## src/rtl/fifo_stream_reader_pkg.sv

```systemverilog
`default_nettype none
// ============================================================================
// Module   : fifo_stream_reader_pkg
// Function : Shared types and constants for the FIFO-to-stream reader.
// Revision : 1.0 - initial release
// ============================================================================
package fifo_stream_reader_pkg;

  // Number of words held by the reader's output buffer.
  localparam logic [1:0] BUF_DEPTH = 2'd2;

  typedef enum logic [1:0] {
    EMPTY = 2'd0,
    ONE   = 2'd1,
    TWO   = 2'd2
  } buf_state_t;

endpackage
`default_nettype wire

```

## src/rtl/fifo_rd_skid.sv

```systemverilog
`default_nettype none
// ============================================================================
// Module   : fifo_rd_skid
// Function : Two-entry in-order word buffer; head entry drives the stream.
// Revision : 1.0 - initial release
// ============================================================================
module fifo_rd_skid
  import fifo_stream_reader_pkg::*;
#(
  parameter int WIDTH = 8
) (
  input  logic             clk,
  input  logic             rst_n,
  input  logic             i_flush,
  input  logic             i_wr,
  input  logic [WIDTH-1:0] i_wdata,
  input  logic             i_rd,
  output logic [1:0]       o_count,
  output logic [WIDTH-1:0] o_head
);

  buf_state_t       r_state;
  logic [WIDTH-1:0] r_head;
  logic [WIDTH-1:0] r_tail;

  always_ff @(posedge clk) begin
    if (!rst_n || i_flush) begin
      r_state <= EMPTY;
      r_head  <= '0;
      r_tail  <= '0;
    end else begin
      case (r_state)
        EMPTY: begin
          if (i_wr) begin
            r_head  <= i_wdata;
            r_state <= ONE;
          end
        end
        ONE: begin
          if (i_wr && i_rd) begin
            r_head <= i_wdata;
          end else if (i_wr) begin
            r_tail  <= i_wdata;
            r_state <= TWO;
          end else if (i_rd) begin
            r_state <= EMPTY;
          end
        end
        TWO: begin
          // Upstream control never captures into a full buffer without a read.
          if (i_rd) begin
            r_head <= r_tail;
            if (i_wr) begin
              r_tail <= i_wdata;
            end else begin
              r_state <= ONE;
            end
          end
        end
        default: r_state <= EMPTY;
      endcase
    end
  end

  assign o_count = r_state;
  assign o_head  = r_head;

endmodule
`default_nettype wire

```

## src/rtl/fifo_stream_reader.sv

```systemverilog
`default_nettype none
// ============================================================================
// Module   : fifo_stream_reader
// Function : Pops a registered-output FIFO and presents words as a stream.
// Revision : 1.0 - initial release
// ============================================================================
module fifo_stream_reader
  import fifo_stream_reader_pkg::*;
#(
  parameter int WIDTH = 8
) (
  input  logic             clk,
  input  logic             rst_n,
  input  logic             fifo_empty,
  output logic             fifo_pop,
  input  logic [WIDTH-1:0] fifo_dout,
  output logic             m_valid,
  input  logic             m_ready,
  output logic [WIDTH-1:0] m_data,
  input  logic             flush,
  output logic [1:0]       occupancy,
  output logic [31:0]      xfer_count,
  output logic             busy
);

  logic        r_inflight;
  logic [31:0] r_xfer_count;
  logic [1:0]  w_count;
  logic        w_hs;
  logic        w_capture;
  logic [2:0]  w_pending;

  fifo_rd_skid #(
    .WIDTH (WIDTH)
  ) u_skid (
    .clk     (clk),
    .rst_n   (rst_n),
    .i_flush (flush),
    .i_wr    (w_capture),
    .i_wdata (fifo_dout),
    .i_rd    (w_hs),
    .o_count (w_count),
    .o_head  (m_data)
  );

  assign occupancy = w_count;
  assign m_valid   = (w_count != 2'd0);
  assign w_hs      = m_valid && m_ready;
  assign w_capture = r_inflight && !flush;

  // Words committed after this edge: buffered plus in flight, minus the one leaving.
  assign w_pending = {1'b0, w_count} + {2'b00, r_inflight} - {2'b00, w_hs};
  assign fifo_pop  = !fifo_empty && !flush && rst_n && (w_pending < {1'b0, BUF_DEPTH});

  always_ff @(posedge clk) begin
    if (!rst_n) begin
      r_inflight   <= 1'b0;
      r_xfer_count <= '0;
    end else begin
      r_inflight <= fifo_pop;
      if (w_hs) begin
        r_xfer_count <= r_xfer_count + 32'd1;
      end
    end
  end

  assign xfer_count = r_xfer_count;
  assign busy       = m_valid || r_inflight;

endmodule
`default_nettype wire

```

## config.mk

```make
export PLATFORM = sky130hd
export DESIGN_NAME = fifo_stream_reader
export DESIGN_NICKNAME = d
export VERILOG_FILES = /design/src/rtl/fifo_stream_reader_pkg.sv /design/src/rtl/fifo_rd_skid.sv /design/src/rtl/fifo_stream_reader.sv
export SDC_FILE = /design/constraint.sdc
export NUM_CORES = 1
export LEC_CHECK = 0
export CAP_MARGIN = 20
export CORE_ASPECT_RATIO = 0.7
export CORE_MARGIN = 5
export CORE_UTILIZATION = 38
export DETAILED_ROUTE_END_ITERATION = 6
export PLACE_DENSITY = 0.6
export REMOVE_ABC_BUFFERS = 1
export SYNTH_ARGS = -nofsm -noshare
export SYNTH_HDL_FRONTEND = slang
export SYNTH_SLANG_ARGS = --single-unit
```

## constraint.sdc

```tcl
create_clock -name clk -period 2.4 [get_ports clk]
set_input_delay 0.24 -clock clk [delete_from_list [all_inputs] [get_ports clk]]
set_output_delay 0.24 -clock clk [all_outputs]
set_load 0.005 [all_outputs]
```

==> results.md <==
* Worst skew pair latency at 0.30 ns
* Share of layout cells above drive strength 1 at 10.7%
* Top-area cell type share of the netlist area at 41.5%
* CTS tree: yes
* Final Max Slew Viols at 0
* Final hold viol count at 0
* Post-Synthesis Cells at 271
* Row count at 24
* Setup CP Type: in2out
* Clock Tree Buf Depth at 2
* Clk slew on worst S/H paths at 0.09 ns
* Final core utilization at 52.8%
* Worst path arrival time at 2.03 ns
* Worst setup EP type: output port
* Antenna violations before repair at 0
* Leakage at 1.22 nW
* Top-level I/O count at 58
* Remaining antenna violation count after routing at 0
* First-pass detailed-route iteration total at 5
* Routed via count at 2254
* Yosys cell types at 45
* Die W at 106 microns
* Post-route insts no fill at 416
* Final period util at 94.4%
* Iter 0 DRT Violations at 100
* Placement Setup Slack at -0.333 ns
* Largest net degree at the start of global routing at 24
* Required time worst endpoint at 2.16 ns
* Num Clock Sinks at 51
* Fin crit period at 2.27 ns
* PortBufs at 57
* Overflow after GRT at 0
* Final worst setup slack at 0.134 ns
* WL/cell at 14.1 microns
* # DRC at 0
* Status: completed
* Total negative slack at 0 ns
* YS warnings at 0
* Synth-to-layout area growth at 34.1%
* Max-cap viol count at 0
* Global-route wire length before repair at 10200 microns
* Worst setup SP type: input pin
* Core Area at 6250 sq um
* Flops & latches, synth at 51
* Post-synthesis cell area at 2460 sq um
* Cts bufs inserted at 5
* Worst Hold Class: reg2reg
* Max rail drop VDD at 0.206 mV
* Layout Cell Area excl Fill at 3300 sq um
* Part of the Yosys area used for sequential elements at 41.5%
* Root Driver: clkbuf_8
* Final WL at 5850 microns
* Starting Density at 39.4%
* Layout fillers at 595
* Cells after DPL at 409
* EDFF count, synth at 0
* Clock skew at 0.00804 ns
* Design Power at 1.44 mW
* Via density at 5.42
* Placer congestion estimate at 0.789
* Slew HR at 62.6%
* Yosys top cell by area: dfxtp_1
* Pwr/cell area at 436 nW/um^2
* Area of the multi-input gates at 1370 sq um
* Chip height at 77.3 microns
* Sequential cell area at 1020 sq um
* Fmax achieved at 0.441 GHz
* Syn avg cell area at 9.08 sq um
* Setup violations, final at 0
* Nets at 353
* Full die area at 8210 sq um
* Placed cell area at 3210 sq um
* RSZ-0062 raised after global routing: false
* Hold slack at 0.492 ns
* Placed wire-length estimate at 4360 microns
* Async SR Flop Fraction at 0%
* Global router's overall resource usage at 14.8%
* H-Tree Depth at 2
* Vias in the first global route at 2132
* CTS Hold Bufs at 0
* Worst-path fanout max at 4
* Dominant cells by area after synthesis: dfxtp_1, mux2i_1, or4_1, nor2_1, o31ai_1
* ANT cells at 0
* Post-synth top flop: dfxtp_1
* Worst-Margin Slew at 0.561 ns
## layout by cell type (no fill, tap or decap), types with 8 or more instances in the layout
master           count
xor2_1               8
nor2_1              31
dfxtp_1             51
a211oi_1             8
a21oi_1             20
or4_1               17
clkdlybuf4s50_1     56
nand3_1              9
nand2_1             16
buf_4               18
mux2i_1             19
o31ai_1             14
## Yosys cell counts, types with 2 or more instances
cell,number
inv_1,2
nand2_1,16
mux2i_1,19
or4_4,2
buf_2,5
nor2_1,31
clkbuf_1,9
or4_1,17
and3_1,2
a21oi_1,20
nor4b_1,2
dfxtp_1,51
a211oi_1,8
nor4_1,3
o31ai_1,14
xor2_1,8
nand3_1,9
nor2b_1,4
and4_1,4
nand4_1,6
or3_1,6
nand2b_1,4
o21ai_0,5
xnor2_1,3
## registers in the layout (all words and copies together), names as in the netlist
signal and cells:
u_skid.o_count 2, u_skid.r_tail 8, r_inflight 1, u_skid.o_head 8, xfer_count 32
## metal layers
layer | routed length (microns) | global-route usage, % | vias to the layer above
li1 | - | - | 1156
met1 | 3050 | 21.2 | 1047
met2 | 2520 | 22.3 | 46
met3 | 236 | 3.73 | 5
met4 | 34 | 4.01 | 0
met5 | 0 | 0 | -
## cell families (layout without fill, tap and decap cells)
family	count (synthesis)	count (layout)	synth area share [%]
AOI/OAI and AO/OA	58	58	16.6
DFF	51	51	41.5
xor gates and xnor gates	11	11	3.91
adders and majority gates	2	2	1.32
and+or+nand+nor	112	112	25.6
buffers and inverters	18	85	3.30
muxes	19	19	7.73
## repair_timing
| action | 4_1_cts | 5_1_grt |
|---|---|---|
| pin swaps | 1 | 0 |
| endpoints found under the setup margin | 1 | 1 |
| resized for setup | 4 | 1 |
| buffers inserted | 0 | 0 |
## worst max-delay path, stage by stage
cell             delay, ns
clkdlybuf4s50_1       0.51
and3b_1               0.18
o21ai_0               0.11
fa_1                  0.39
xor2_1                0.17
nor4b_2               0.26
buf_2                 0.15
## worst paths after layout
path | startpoint | end | cells past startpoint | slack (ns)
worst max-delay path | m_ready | fifo_pop | 7 | 0.13
worst min-delay path | xfer_count[31] | xfer_count[31] | 2 | 0.49
worst max register to register | xfer_count[1] | xfer_count[30] | 5 | 0.29
worst min register to register | xfer_count[31] | xfer_count[31] | 2 | 0.49
## report_power, final
part	leakage [nW]	total, mW	internal (mW)	switching, mW
clock	0.0470	0.500	0.227	0.273
sequential	0.411	0.851	0.849	0.00212
combinational	0.764	0.0873	0.0471	0.0402
total	1.22	1.44	1.12	0.315
## final cells by class
type                       instances  share of cell area (%)
clock buffer                       6                    2.50
clock inverter                     1                   0.152
inverter                           2                   0.228
multi-input combinational        202                    41.4
sequential                        51                    30.9
tap                               78                    2.96
timing repair buffer              76                    21.8
Note: power is estimated with default switching activity, not from simulation.
